<file path="src/rtl/cpu_exec_rw_unit.sv">
// CPU execution/transfer unit: ALU, internal word-bus mux and the
// motherboard read/write handshake controller.
module cpu_exec_rw_unit #(
   parameter int WORD_WIDTH = 32,
   parameter int FLAG_WIDTH = 5
) (
   input  logic                  i_clk,
   input  logic                  i_rst_n,
   // ALU
   input  logic                  i_alu_oe,
   input  logic [3:0]            i_alu_opcode,
   input  logic [WORD_WIDTH-1:0] i_alu_a,
   input  logic [WORD_WIDTH-1:0] i_alu_b,
   input  logic                  i_alu_carry,
   output logic [WORD_WIDTH-1:0] o_alu_out,
   output logic [FLAG_WIDTH-1:0] o_alu_flags,
   // internal bus
   input  logic [2:0]            i_bus_sel,
   input  logic [WORD_WIDTH-1:0] i_t1_out,
   input  logic [WORD_WIDTH-1:0] i_t2_out,
   input  logic [WORD_WIDTH-1:0] i_dbg_in,
   output logic [WORD_WIDTH-1:0] o_bus_out,
   // read/write request side
   input  logic                  i_rw_req,
   input  logic                  i_rw_dir,
   input  logic [WORD_WIDTH-1:0] i_rw_addr,
   input  logic [WORD_WIDTH-1:0] i_rw_wdata,
   output logic                  o_rw_busy,
   output logic                  o_rw_done,
   output logic [WORD_WIDTH-1:0] o_rd_data,
   // motherboard side
   output logic [WORD_WIDTH-1:0] o_mobo_ctrl,
   input  logic [WORD_WIDTH-1:0] i_mobo_stat,
   output logic [WORD_WIDTH-1:0] o_mobo_addr,
   output logic [WORD_WIDTH-1:0] o_mobo_wdata,
   input  logic [WORD_WIDTH-1:0] i_mobo_rdata
);

   localparam int MSB = WORD_WIDTH - 1;

   localparam logic [3:0] OP_ADD = 4'd0;
   localparam logic [3:0] OP_ADC = 4'd1;
   localparam logic [3:0] OP_SUB = 4'd2;
   localparam logic [3:0] OP_SBB = 4'd3;
   localparam logic [3:0] OP_AND = 4'd4;
   localparam logic [3:0] OP_OR  = 4'd5;
   localparam logic [3:0] OP_XOR = 4'd6;
   localparam logic [3:0] OP_NOT = 4'd7;
   localparam logic [3:0] OP_SHL = 4'd8;
   localparam logic [3:0] OP_SHR = 4'd9;
   localparam logic [3:0] OP_SAR = 4'd10;
   localparam logic [3:0] OP_PSA = 4'd11;
   localparam logic [3:0] OP_PSB = 4'd12;
   localparam logic [3:0] OP_INC = 4'd13;
   localparam logic [3:0] OP_DEC = 4'd14;
   localparam logic [3:0] OP_CMP = 4'd15;

   localparam logic [WORD_WIDTH-1:0] CMD_NONE  = WORD_WIDTH'(0);
   localparam logic [WORD_WIDTH-1:0] CMD_READ  = WORD_WIDTH'(1);
   localparam logic [WORD_WIDTH-1:0] CMD_WRITE = WORD_WIDTH'(2);
   localparam logic [WORD_WIDTH-1:0] STAT_IDLE = WORD_WIDTH'(0);
   localparam logic [WORD_WIDTH-1:0] STAT_DONE = WORD_WIDTH'(2);

   // ------------------------------------------------------------------
   // ALU
   // ------------------------------------------------------------------
   logic [WORD_WIDTH:0]   w_a_ext;
   logic [WORD_WIDTH:0]   w_b_ext;
   logic [WORD_WIDTH:0]   w_cin_ext;
   logic [WORD_WIDTH:0]   w_one_ext;
   logic [WORD_WIDTH:0]   w_ext;
   logic [WORD_WIDTH-1:0] w_fres;
   logic [WORD_WIDTH-1:0] w_res;
   logic                  w_c;
   logic                  w_v;

   assign w_a_ext   = {1'b0, i_alu_a};
   assign w_b_ext   = {1'b0, i_alu_b};
   assign w_cin_ext = {{WORD_WIDTH{1'b0}}, i_alu_carry};
   assign w_one_ext = {{WORD_WIDTH{1'b0}}, 1'b1};

   // w_fres is the value the flags describe; for CMP it is the difference
   // while the visible result stays operand a.
   always_comb begin
      w_ext  = '0;
      w_fres = '0;
      w_c    = 1'b0;
      w_v    = 1'b0;
      case (i_alu_opcode)
         OP_ADD, OP_ADC: begin
            w_ext  = w_a_ext + w_b_ext +
                     ((i_alu_opcode == OP_ADC) ? w_cin_ext : '0);
            w_fres = w_ext[MSB:0];
            w_c    = w_ext[WORD_WIDTH];
            w_v    = (i_alu_a[MSB] == i_alu_b[MSB]) &&
                     (w_fres[MSB] != i_alu_a[MSB]);
         end
         OP_SUB, OP_SBB, OP_CMP: begin
            w_ext  = w_a_ext - w_b_ext -
                     ((i_alu_opcode == OP_SBB) ? w_cin_ext : '0);
            w_fres = w_ext[MSB:0];
            w_c    = w_ext[WORD_WIDTH];
            w_v    = (i_alu_a[MSB] != i_alu_b[MSB]) &&
                     (w_fres[MSB] != i_alu_a[MSB]);
         end
         OP_AND: w_fres = i_alu_a & i_alu_b;
         OP_OR:  w_fres = i_alu_a | i_alu_b;
         OP_XOR: w_fres = i_alu_a ^ i_alu_b;
         OP_NOT: w_fres = ~i_alu_a;
         OP_SHL: begin
            w_fres = {i_alu_a[MSB-1:0], 1'b0};
            w_c    = i_alu_a[MSB];
         end
         OP_SHR: begin
            w_fres = {1'b0, i_alu_a[MSB:1]};
            w_c    = i_alu_a[0];
         end
         OP_SAR: begin
            w_fres = {i_alu_a[MSB], i_alu_a[MSB:1]};
            w_c    = i_alu_a[0];
         end
         OP_PSA: w_fres = i_alu_a;
         OP_PSB: w_fres = i_alu_b;
         OP_INC: begin
            w_ext  = w_a_ext + w_one_ext;
            w_fres = w_ext[MSB:0];
            w_c    = w_ext[WORD_WIDTH];
            w_v    = !i_alu_a[MSB] && w_fres[MSB];
         end
         OP_DEC: begin
            w_ext  = w_a_ext - w_one_ext;
            w_fres = w_ext[MSB:0];
            w_c    = w_ext[WORD_WIDTH];
            w_v    = i_alu_a[MSB] && !w_fres[MSB];
         end
         default: w_fres = '0;
      endcase
   end

   assign w_res       = (i_alu_opcode == OP_CMP) ? i_alu_a : w_fres;
   assign o_alu_out   = i_alu_oe ? w_res : '0;
   assign o_alu_flags = {~^w_fres[7:0], w_v, w_fres[MSB], (w_fres == '0), w_c};

   // ------------------------------------------------------------------
   // Internal word bus
   // ------------------------------------------------------------------
   logic [WORD_WIDTH-1:0] r_rd_data;
   logic [WORD_WIDTH-1:0] r_mobo_addr;

   always_comb begin
      o_bus_out = '0;
      case (i_bus_sel)
         3'd1:    o_bus_out = i_t1_out;
         3'd2:    o_bus_out = i_t2_out;
         3'd3:    o_bus_out = o_alu_out;
         3'd4:    o_bus_out = r_rd_data;
         3'd5:    o_bus_out = r_mobo_addr;
         3'd6:    o_bus_out = i_dbg_in;
         default: o_bus_out = '0;
      endcase
   end

   // ------------------------------------------------------------------
   // Read/write handshake FSM
   //   state      | meaning
   //   ST_IDLE    | no transaction; accepts i_rw_req, latches addr/data/dir
   //   ST_WAIT    | waiting for motherboard IDLE before issuing command
   //   ST_ACTIVE  | command driven; waiting for motherboard DONE
   //   ST_RELEASE | command dropped; waiting for motherboard IDLE, then done
   // ------------------------------------------------------------------
   typedef enum logic [1:0] {
      ST_IDLE,
      ST_WAIT,
      ST_ACTIVE,
      ST_RELEASE
   } rw_state_t;

   rw_state_t             r_state;
   logic                  r_dir;
   logic                  r_busy;
   logic                  r_done;
   logic [WORD_WIDTH-1:0] r_mobo_ctrl;
   logic [WORD_WIDTH-1:0] r_mobo_wdata;

   always_ff @(posedge i_clk or negedge i_rst_n) begin
      if (!i_rst_n) begin
         r_state      <= ST_IDLE;
         r_dir        <= 1'b0;
         r_busy       <= 1'b0;
         r_done       <= 1'b0;
         r_mobo_ctrl  <= CMD_NONE;
         r_mobo_addr  <= '0;
         r_mobo_wdata <= '0;
         r_rd_data    <= '0;
      end else begin
         r_done <= 1'b0;
         case (r_state)
            ST_IDLE: begin
               if (i_rw_req) begin
                  r_dir        <= i_rw_dir;
                  r_mobo_addr  <= i_rw_addr;
                  r_mobo_wdata <= i_rw_wdata;
                  r_busy       <= 1'b1;
                  r_state      <= ST_WAIT;
               end
            end
            ST_WAIT: begin
               if (i_mobo_stat == STAT_IDLE) begin
                  r_mobo_ctrl <= r_dir ? CMD_WRITE : CMD_READ;
                  r_state     <= ST_ACTIVE;
               end
            end
            ST_ACTIVE: begin
               if (i_mobo_stat == STAT_DONE) begin
                  r_mobo_ctrl <= CMD_NONE;
                  if (!r_dir) begin
                     r_rd_data <= i_mobo_rdata;
                  end
                  r_state <= ST_RELEASE;
               end
            end
            ST_RELEASE: begin
               if (i_mobo_stat == STAT_IDLE) begin
                  r_done  <= 1'b1;
                  r_busy  <= 1'b0;
                  r_state <= ST_IDLE;
               end
            end
            default: begin
               r_mobo_ctrl <= CMD_NONE;
               r_busy      <= 1'b0;
               r_state     <= ST_IDLE;
            end
         endcase
      end
   end

   assign o_rw_busy    = r_busy;
   assign o_rw_done    = r_done;
   assign o_rd_data    = r_rd_data;
   assign o_mobo_ctrl  = r_mobo_ctrl;
   assign o_mobo_addr  = r_mobo_addr;
   assign o_mobo_wdata = r_mobo_wdata;

endmodule

</file>
<file path="config.mk">
export PLATFORM = sky130hd
export DESIGN_NAME = cpu_exec_rw_unit
export DESIGN_NICKNAME = d
export VERILOG_FILES = /design/src/rtl/cpu_exec_rw_unit.sv
export SDC_FILE = /design/constraint.sdc
export NUM_CORES = 1
export LEC_CHECK = 0
export ABC_AREA = 1
export BUFFER_PORTS_ARGS = -buffer_cell sky130_fd_sc_hd__clkbuf_2
export CAP_MARGIN = 40
export CELL_PAD_IN_SITES_DETAIL_PLACEMENT = 2
export CELL_PAD_IN_SITES_GLOBAL_PLACEMENT = 2
export CORE_MARGIN = 1.5
export CORE_UTILIZATION = 24
export DETAILED_ROUTE_END_ITERATION = 8
export PLACE_DENSITY_LB_ADDON = 0.25
export SYNTH_ARGS = -nofsm -noshare
export SYNTH_HDL_FRONTEND = slang
export SYNTH_SLANG_ARGS = --single-unit
</file>
<file path="constraint.sdc">
create_clock -name i_clk -period 4.95 [get_ports i_clk]
set_input_delay 0.99 -clock i_clk [delete_from_list [all_inputs] [get_ports i_clk]]
set_output_delay 0.99 -clock i_clk [all_outputs]
set_load 0.005 [all_outputs]
</file>
==> run metrics <==
worst-margin pin slew 0.950 ns; Leak 13.4 nW; vias in the first global route 25600; GR Layer Usage met2 59.1%; hpwl dp 99400 um; GRT Overall Usage 32.6%; chip width 262 um; Critical Path AT 4.87 ns; Fmax 171 MHz; cell at the slowest stage of the critical path fa_1; Core Area 66100 um^2; dpl ws -1.17 ns; data required time of the worst path 3.96 ns; Worst Setup Start Kind input port; WHS Path Cells 1; post-synthesis register bit count 103; GR Layer Usage met3 4.17%; Avg WL per Cell 26.1 um; largest net degree at the start of global routing 63; async set-reset flop share out of synthesis 100%; Util after Layout 37.0%; Clock Latency Late Sink 0.38 ns; num rows 94; Worst VDD drop 0.216 mV; Crit path largest cell delay 0.53 ns; crit-path max FO 2; clk sink count 103; final hold violation count 0; P per Cell Area 178 nW/um^2; switching share of power 46.0%; Comb power frac 62.6%; # IOs 500; Post-DP Area 22400 um^2; die area 68700 um^2; most frequent cells in the layout nand2_1, buf_4, clkbuf_2, inv_1, nor2_1; WHS 0.471 ns; Syn Std Cell Area 16100 um^2; final instance area 24400 um^2; Clock Tree Buf Depth 2; vias per inst 5.17; P_sw 2.00 mW; Synth Flop Type dfrtp_1; nets 4107; CTS tree done; Syn. warnings 0; global routing's busiest layer met2; met1 Track Usage GR 40.9%; register area 2580 um^2; final setup vio count 54; Area Overhead vs Synth 51.6%; EDFF count, synth 0; Mean Syn Cell Area 5.74 um^2; Clock Skew 0.0141 ns; DRT Pass-1 Iters 5; status complete, but fails checks; Critical Path End Type output port; PortBufs 469; Slew Viols, Final 0; P_int 2.35 mW; Slew HR 35.0%; initial cell density of the core 24.4%; Fillers 8262; clock slew at reported path FFs 0.07 ns; final WL 118000 um; H-tree levels 3; Overflow after GRT 0; hold bufs inserted after CTS 0; detailed-route DRC error count 0; Synth cell types 50; max_cap viols 0; routed via count 23400; Die Ht 262 um; CTS Buf Count 9; initial antenna violation count 7; Tcrit/Tclk final 118%; Hold Path Class flop to flop; Placer Congestion 0.976; RSZ-0062 raised after global routing true; layout cell share with drive strength beyond 1 34.7%; clock root buffer clkbuf_16; Seq pwr share 19.4%; most common cell after layout, fill and taps aside nand2_1; register area share after synthesis 16.0%; multi-input logic area 12500 um^2; Final Critical Period 5.86 ns; 1st-iter DRT viols 1134; failing checks negative setup slack; FF-to-FF path depth 7; WS Path Type input port to output port; clock group share of total power 18.1%; Post-DRT Antenna Nets 0; first-pass GRT wire length 169000 um; synthesized instance count 2811; post-route worst setup slack -0.910 ns
-- state kept, by name, indices dropped and copies added, names as in the netlist --
register and cells:
o_mobo_addr 32, o_mobo_wdata 32, o_rd_data 32, o_mobo_ctrl 2
r_state 2, o_rw_busy 1, o_rw_done 1, r_dir 1
-- worst paths after layout --
path	slack (ns)	start	end
worst min-delay path	0.47	r_dir$_DFFE_PN0P_	o_mobo_ctrl[0]$_DFFE_PN0P_
worst max-delay path	-0.91	i_alu_opcode[1]	o_alu_flags[1]
worst min register to register	0.47	r_dir$_DFFE_PN0P_	o_mobo_ctrl[0]$_DFFE_PN0P_
max in group asynchronous	3.40	i_rst_n	o_rd_data[16]$_DFFE_PN0P_
min in group asynchronous	0.54	i_rst_n	o_mobo_wdata[13]$_DFFE_PN0P_
worst max register to register	3.00	r_state[0]$_DFFE_PN0P_	o_mobo_addr[29]$_DFFE_PN0P_
-- repair_timing --
item	4_1_cts	5_1_grt
gates resized for setup	209	190
endpoints found under the setup margin	64	67
buffers inserted	20	11
pin swaps	61	70
-- kinds of logic after synthesis --
| family | share of synthesized area, % |
|---|---|
| buf+inv | 14.2 |
| other cells | 0.0233 |
| flops | 16.0 |
| mux | 2.23 |
| xor+xnor | 0.869 |
| simple gates | 39.8 |
| compound gates | 15.7 |
| fa+ha+maj | 11.2 |
-- stage by stage --
stage,cells,total power [mW],setup TNS (ns)
4_1_cts,4524,4.13,-12.56
2_1_floorplan,2840,1.87,-0.0434
6_report,4534,4.34,-16.54
5_1_grt,4533,4.56,-23.48
3_5_place_dp,4490,3.11,-24.89
3_3_place_gp,4487,3.04,-19.73
-- critical path, delay by kind of cell --
| kind | cells | cell delay (ns) |
|---|---|---|
| AO/OA/AOI/OAI | 2 | 0.41 |
| adder cells (fa/ha/maj) | 4 | 1.12 |
| AND/OR/NAND/NOR | 17 | 1.88 |
| buffers and inverters | 5 | 0.45 |
-- cells in the mapped netlist (3+ instances only) --
| cell | count | area (um^2) |
|---|---|---|
| xnor2_1 | 6 | 52.6 |
| nor4_1 | 15 | 93.8 |
| inv_2 | 7 | 26.3 |
| ha_1 | 138 | 1730 |
| or2_2 | 11 | 68.8 |
| nand3_1 | 209 | 1050 |
| a22oi_1 | 10 | 75.1 |
| o22ai_1 | 62 | 388 |
| o21ai_1 | 3 | 15.0 |
| fa_1 | 4 | 80.1 |
| o211ai_1 | 7 | 52.6 |
| inv_1 | 412 | 1550 |
| mux2_2 | 32 | 360 |
| o21ai_0 | 126 | 631 |
| nand2_1 | 834 | 3130 |
| a211oi_1 | 7 | 52.6 |
| nand3b_1 | 13 | 97.6 |
| buf_4 | 37 | 278 |
| dfrtp_1 | 103 | 2580 |
| buf_2 | 41 | 205 |
| a221oi_1 | 4 | 35.0 |
| o21bai_1 | 7 | 52.6 |
| buf_1 | 7 | 26.3 |
| xor2_1 | 10 | 87.6 |
| nor2_1 | 350 | 1310 |
| o221ai_1 | 23 | 201 |
| clkbuf_1 | 52 | 195 |
| o2111ai_1 | 6 | 52.6 |
| a211oi_2 | 9 | 113 |
| o21a_1 | 5 | 37.5 |
| a21oi_1 | 114 | 571 |
| a2111oi_0 | 19 | 166 |
| nor2_2 | 7 | 43.8 |
| nand4_1 | 55 | 344 |
| clkinv_1 | 4 | 15.0 |
| nor3_1 | 39 | 195 |
-- layout make-up --
class	instances	area share (%)
Multi-Input combinational cell	2177	51.3
Timing Repair Buffer	950	26.0
Sequential cell	103	10.5
Inverter	423	6.49
Tap cell	864	4.42
Clock buffer	9	0.921
Clock inverter	7	0.317
Antenna cell	1	0.0102
-- layer usage --
layer	part of all wire, %	wire (um)
met1	43	50800
met2	50	58800
met3	4.7	5580
met4	2.6	3080
met5	0.063	75
-- power by group through the flow --
| stage | Combinational [mW] | Clock [mW] | Sequential, mW |
|---|---|---|---|
| 2_1_floorplan | 1.01 | 0 | 0.858 |
| 3_3_place_gp | 2.18 | 0 | 0.857 |
| 3_5_place_dp | 2.25 | 0 | 0.857 |
| 4_1_cts | 2.48 | 0.804 | 0.840 |
| 5_1_grt | 2.89 | 0.825 | 0.841 |
| 6_report | 2.72 | 0.784 | 0.841 |
Note: power is estimated with default switching activity, not from simulation.
